[src/rtl/reg_writeback_queue.sv]
// reg_writeback_queue: write-side buffer in front of the 8-entry register file.
// It queues ALU and load results in a circular FIFO and drains one entry per
// cycle into the register file write port. It also offers a two-port lookup
// of pending writes so decode can detect RAW hazards and forward data.
//
// Ports:
//   clk, rst                 clock, asynchronous active-low reset
//   alu_valid/reg/data/ready ALU result handshake
//   mem_valid/reg/data/ready load result handshake (older than a same-cycle ALU)
//   wb_stall                 hold the queue head; no write this cycle
//   RegWriteEn/WriteReg/WriteData  register file write port (from the head)
//   look_reg1/2 -> look_busy1/2, look_data1/2  pending-write lookup
//   count                    occupied entries
module reg_writeback_queue #(
  parameter int unsigned DATA_W = 8,
  parameter int unsigned ADDR_W = 3,
  parameter int unsigned DEPTH  = 4
) (
  input  logic                         clk,
  input  logic                         rst,
  input  logic                         alu_valid,
  input  logic [ADDR_W-1:0]            alu_reg,
  input  logic [DATA_W-1:0]            alu_data,
  output logic                         alu_ready,
  input  logic                         mem_valid,
  input  logic [ADDR_W-1:0]            mem_reg,
  input  logic [DATA_W-1:0]            mem_data,
  output logic                         mem_ready,
  input  logic                         wb_stall,
  output logic                         RegWriteEn,
  output logic [ADDR_W-1:0]            WriteReg,
  output logic [DATA_W-1:0]            WriteData,
  input  logic [ADDR_W-1:0]            look_reg1,
  input  logic [ADDR_W-1:0]            look_reg2,
  output logic                         look_busy1,
  output logic                         look_busy2,
  output logic [DATA_W-1:0]            look_data1,
  output logic [DATA_W-1:0]            look_data2,
  output logic [$clog2(DEPTH+1)-1:0]   count
);

  localparam int unsigned PTR_W = $clog2(DEPTH);
  localparam int unsigned CNT_W = $clog2(DEPTH + 1);

  // Queue state
  logic [PTR_W-1:0]  head_q, head_d;
  logic [PTR_W-1:0]  tail_q, tail_d;
  logic [CNT_W-1:0]  count_q, count_d;
  logic [DEPTH-1:0]  vld_q, vld_d;
  logic [ADDR_W-1:0] ent_reg_q  [DEPTH];
  logic [DATA_W-1:0] ent_data_q [DEPTH];

  // Per-cycle control
  logic [CNT_W-1:0]  free_c;
  logic              mem_acc, alu_acc;
  logic              mem_push, alu_push;
  logic              pop;
  logic              empty;
  logic [PTR_W-1:0]  alu_slot;
  logic [PTR_W-1:0]  slot_idx [DEPTH];

  assign empty = (count_q == '0);
  assign count = count_q;

  // Ready uses occupancy before any same-cycle pop, so a full queue never
  // accepts even while it drains.
  always_comb begin
    free_c    = CNT_W'(DEPTH) - count_q;
    mem_ready = (free_c >= CNT_W'(1));
    alu_ready = mem_valid ? (free_c >= CNT_W'(2)) : (free_c >= CNT_W'(1));
  end

  // R0 results complete the handshake but never occupy an entry.
  assign mem_acc  = mem_valid && mem_ready;
  assign alu_acc  = alu_valid && alu_ready;
  assign mem_push = mem_acc && (mem_reg != '0);
  assign alu_push = alu_acc && (alu_reg != '0);

  // Write port drives straight from the head entry.
  assign pop        = !empty && !wb_stall;
  assign RegWriteEn = pop;
  assign WriteReg   = empty ? '0 : ent_reg_q[head_q];
  assign WriteData  = empty ? '0 : ent_data_q[head_q];

  // The load is the older instruction, so it takes the tail slot first.
  assign alu_slot = PTR_W'(tail_q + PTR_W'(mem_push));

  // Next-state for pointers, occupancy and valid bits
  always_comb begin
    head_d  = head_q;
    tail_d  = PTR_W'(tail_q + PTR_W'(mem_push) + PTR_W'(alu_push));
    count_d = CNT_W'(count_q + CNT_W'(mem_push) + CNT_W'(alu_push) - CNT_W'(pop));
    vld_d   = vld_q;
    if (pop) begin
      head_d         = PTR_W'(head_q + PTR_W'(1));
      vld_d[head_q]  = 1'b0;
    end
    if (mem_push) begin
      vld_d[tail_q] = 1'b1;
    end
    if (alu_push) begin
      vld_d[alu_slot] = 1'b1;
    end
  end

  // slot_idx[k] is the physical slot k positions behind the head (k=0 oldest).
  for (genvar g = 0; g < DEPTH; g++) begin : g_age
    assign slot_idx[g] = PTR_W'(head_q + PTR_W'(g));
  end

  // Lookup walks oldest to youngest so the last hit is the youngest value.
  always_comb begin
    look_busy1 = 1'b0;
    look_busy2 = 1'b0;
    look_data1 = '0;
    look_data2 = '0;
    for (int unsigned k = 0; k < DEPTH; k++) begin
      if (vld_q[slot_idx[k]] && (look_reg1 != '0) &&
          (ent_reg_q[slot_idx[k]] == look_reg1)) begin
        look_busy1 = 1'b1;
        look_data1 = ent_data_q[slot_idx[k]];
      end
      if (vld_q[slot_idx[k]] && (look_reg2 != '0) &&
          (ent_reg_q[slot_idx[k]] == look_reg2)) begin
        look_busy2 = 1'b1;
        look_data2 = ent_data_q[slot_idx[k]];
      end
    end
  end

  // Control state register
  always_ff @(posedge clk or negedge rst) begin
    if (!rst) begin
      head_q  <= '0;
      tail_q  <= '0;
      count_q <= '0;
      vld_q   <= '0;
    end else begin
      head_q  <= head_d;
      tail_q  <= tail_d;
      count_q <= count_d;
      vld_q   <= vld_d;
    end
  end

  // Entry storage; only the slots being pushed are written.
  always_ff @(posedge clk or negedge rst) begin
    if (!rst) begin
      for (int unsigned i = 0; i < DEPTH; i++) begin
        ent_reg_q[i]  <= '0;
        ent_data_q[i] <= '0;
      end
    end else begin
      if (mem_push) begin
        ent_reg_q[tail_q]  <= mem_reg;
        ent_data_q[tail_q] <= mem_data;
      end
      if (alu_push) begin
        ent_reg_q[alu_slot]  <= alu_reg;
        ent_data_q[alu_slot] <= alu_data;
      end
    end
  end

endmodule

[config.mk]
export PLATFORM = sky130hd
export DESIGN_NAME = reg_writeback_queue
export DESIGN_NICKNAME = d
export VERILOG_FILES = /design/src/rtl/reg_writeback_queue.sv
export SDC_FILE = /design/constraint.sdc
export NUM_CORES = 1
export LEC_CHECK = 0
export ABC_CLOCK_PERIOD_IN_PS = 5050
export CAP_MARGIN = 20
export CELL_PAD_IN_SITES_DETAIL_PLACEMENT = 0
export CELL_PAD_IN_SITES_GLOBAL_PLACEMENT = 1
export CORE_MARGIN = 2
export CORE_UTILIZATION = 39
export DETAILED_ROUTE_END_ITERATION = 10
export GPL_TIMING_DRIVEN = 1
export HOLD_SLACK_MARGIN = 0.15
export PLACE_DENSITY_LB_ADDON = 0.12
export SYNTH_ARGS = -nofsm -noshare
export SYNTH_HDL_FRONTEND = slang
export SYNTH_SLANG_ARGS = --single-unit
[constraint.sdc]
create_clock -name clk -period 5.05 [get_ports clk]
set_input_delay 1.515 -clock clk [delete_from_list [all_inputs] [get_ports clk]]
set_output_delay 1.515 -clock clk [all_outputs]
set_load 0.01 [all_outputs]
==> metrics.md <==
| Metric | Value |
|---|---|
| Outcome | finished, final reports clean |
| Post-DP HPWL | approximately 11000 um |
| Crit. path cell count | 10 |
| Clock H-tree levels | 2 |
| #FFs+latches synth | 55 |
| Clock Skews | approximately 0.004 ns |
| PD cells | between 800 and 900 mW/mm^2 |
| CTS tree | done |
| Core outline area | approximately 0.013 sq mm |
| Clk slew on worst S/H paths | ~0.07 ns |
| Residual DRC count | 0 |
| Post-Synth Adder-Cell Area | 3.395% |
| Placer Congestion | approximately 0.82 |
| GR Overflow Total | 0 |
| Clock Path Buffers | 2 |
| First-pass GRT wire length | 23360 um |
| Ys Warns | 0 |
| Prevailing post-synth register cell | dfrtp_1 |
| CP Data Arrival Time | around 3.5 ns |
| Die Y | 117.4 um |
| I/O pin cnt | between 60 and 70 |
| CP required | about 3.5 ns |
| Least-Margin Pin Slew | slightly below 0.9 ns |
| Total track usage | 20.79% |
| Power Total | 5627 uW |
| Synth Net Count | between 500 and 600 |
| Fmax | between 200 and 250 MHz |
| Fin Hold WS | between 0.5 and 0.6 ns |
| Ys async rst share | 100.0% |
| Share of layout cells above drive strength 1 | 20.42% |
| Filler cell count | between 1000 and 1500 |
| DRT Pass-1 Iters | 5 |
| Synth top area share | approximately 27% |
| I/O Buffers | between 60 and 70 |
| Leakage power | roughly 0.0026 uW |
| Worst vdd ir | ~0.00041 V |
| Max FO, Critical Path | 4 |
| DRT Wirelength | 14140 um |
| Worst slew margin | 40.58% |
| Number of synthesized flops with an enable pin | 0 |
| Minimum clock period | about 5 ns |
| # rows | roughly 40 |
| Crit-path cells | dlygate4sd2_1 > or3_1 > a211o_1 > a21oi_4 > buf_12 > buf_16 > buf_4 > mux2i_1 > a211oi_2 > buf_2 |
| Distinct cell type count after synthesis | 44 |
| Synth Area in Simple Gates | roughly 15% |
| Tcrit/Tclk final | 98.69% |
| Worst hold stages | 2 |
| XOR/XNOR Fraction of Synth Area | 3.844% |
| Crit end category | output pin |
| Compound-Gate Fraction of Synth Area | between 10% and 20% |
| Hold Fails Final Rpt | 0 |
| Die ar. | 0.01377 sq mm |
| Initial Util | 39.88% |
| Bufs and invs on worst path | 5 |
| TritonCTS buffer count | 5 |
| Synth Cell Area | 0.005012 sq mm |
| # setup viols final | 0 |
| Largest delay share family, worst path | buffers and inverters |
| Synth area leader | dfrtp_1 |
| Total area of sequential cells | 0.001378 sq mm |
| Layout area overhead | 25.66% |
| Critical path's largest stage delay | slightly below 0.4 ns |
| Die X | around 120 um |
| Antenna violations before repair | 0 |
| Largest net degree at the start of global routing | 36 |
| DR vias/cell | 5.530 |
| Dominant cells by area after synthesis | dfrtp_1 (27%), mux2i_1 (14%), mux4_2 (13%) |
| CTS sink count | 55 |
| Ant. Diodes | 0 |
| DR iter-0 viols | between 300 and 400 |
| Synth Area per Inst | ~9.2 sq um |
| Vias in the first global route | around 4300 |
| Worst-Skew Late Latency | approximately 0.29 ns |
| Nets | about 670 |
| Critical path class | in2out |
| Max Transition Viols Final | 0 |
| CP max stage cell | or3_1 |
| Max-cap check violation count | 0 |
| Remaining antenna violation count after routing | 0 |
| Worst r2r path cells | 11 |
| Wire per inst | 17.80 um |
| Area occupied by multi-input gates | 0.003467 sq mm |
| Largest family of logic cells by synthesized area | multiplexers |
| Register area share after synthesis | 27.46% |
| RSZ-0062 raised after global routing | false |
| Vias | approximately 4400 |
| Multiplexer share of the synthesized area | a little under a third |
| Clock root cell | clkbuf_16 |
| Setup_tns | 0 ns |
| Post-synthesis cell count | approximately 550 |
| Hold WC Path Type | reg2reg |
| CP Launch Type | primary input |
[layout make-up]
type,instances,area share (%)
Multi-Input combinational cell,438,55.05
Sequential cell,55,21.87
Timing Repair Buffer,111,16.07
Tap cell,172,3.417
Clock buffer,6,2.046
Clock inverter,2,0.9535
Inverter,10,0.5959
[layout by cell type (no fill, tap or decap), types with 3 or more instances in the layout]
master	instances
mux2i_1	69
nor2_1	67
dfrtp_1	54
nand2_1	53
clkdlybuf4s50_1	43
a21oi_1	38
buf_4	37
o21ai_0	34
mux4_2	29
xnor2_1	17
and3_1	12
mux2_2	11
o211ai_1	11
ha_1	11
inv_1	10
nand3_1	10
dlygate4sd2_1	10
nor3_1	9
clkbuf_2	9
a31oi_1	8
a211oi_2	7
nor2b_1	6
xor2_1	5
clkbuf_16	5
o22ai_1	4
buf_12	4
nor3_2	3
a211o_1	3
or2_2	3
clkdlybuf4s15_1	3
[logic make-up (layout without fill, tap and decap cells)]
kind of cell    count (synthesis)  count (layout)
flops                          55              55
mux                           113             113
fa+ha+maj                      13              13
buf+inv                        52             129
compound gates                116             116
xor+xnor                       22              22
simple gates                  174             174
[repair_timing]
item / 4_1_cts / 5_1_grt
setup endpoints to repair: 18 / 16
resized for setup: 32 / 24
setup buffers: 2 / 0
hold buffers: 0 / 0
pin swaps: 5 / 6
cloned: 1 / 0
[where the power goes]
| group | leakage (uW) | switching (uW) | total [uW] | internal, uW |
|---|---|---|---|---|
| logic | 0.00184 | 2100 | 4220 | 2110 |
| registers | 0.000641 | 297 | 974 | 676 |
| clock network | 0.0000911 | 154 | 438 | 284 |
| total | 0.00257 | 2550 | 5630 | 3070 |
[stage by stage]
stage               setup slack, ns  instance area, sq um  std cells  utilization, %
CTS                        0.006491                  6296        793           50.09
global route               0.001109                  6299        794           50.11
detailed placement          -0.4202                  6067        782           48.27
finish                      0.06602                  6299        794           50.11
floorplan                   0.01382                  5019        545               -
global placement            -0.4075                  6067        782           48.27
[cells in the mapped netlist (3+ instances only)]
cell / instances
o22ai_1: 4
a31oi_1: 8
a21oi_1: 38
clkbuf_1: 24
xnor2_1: 17
xor2_1: 5
ha_1: 12
or2_2: 3
inv_1: 10
a211o_1: 3
nor3_1: 12
mux2i_1: 71
nand2_1: 53
o21ai_0: 34
mux2_2: 11
and3_1: 12
nor2b_1: 7
o211ai_1: 11
nand3_1: 10
a211oi_2: 7
buf_1: 6
buf_2: 8
nor2_1: 67
mux4_2: 29
dfrtp_1: 55
[layer usage]
layer	part of all wire [%]	vias to the layer above	wire length (um)	GRT usage [%]
met5	0	-	0	0
met4	0.55	0	78	3.991
met3	4.2	6	591	2.335
met2	46	127	6502	33.15
met1	49	2110	6962	30.75
li1	-	2148	-	-
[worst paths after layout]
kind / slack (ns) / endpoint / startpoint
min in group asynchronous: 1.19 / count[2] / rst
max reg2reg: 2.00 / count[2] / count[1]
max: 0.07 / look_data1[4] / look_reg1[1]
min: 0.59 / vld_q[3] / vld_q[3]
min reg2reg: 0.59 / vld_q[3] / vld_q[3]
max in group asynchronous: 3.02 / ent_data_q[2] / rst
[sequential cells by signal, indices dropped and copies added, names as in the netlist]
register,count
ent_reg_q,12
ent_data_q,32
vld_q,4
tail_q,2
head_q,2
count,3
[worst min-delay path, cell delays in order, from the launching register on]
cell	delay, ns
dfrtp_1	0.41
nand2_1	0.07
nand3_1	0.07
Power figures use the tool's default switching activity.
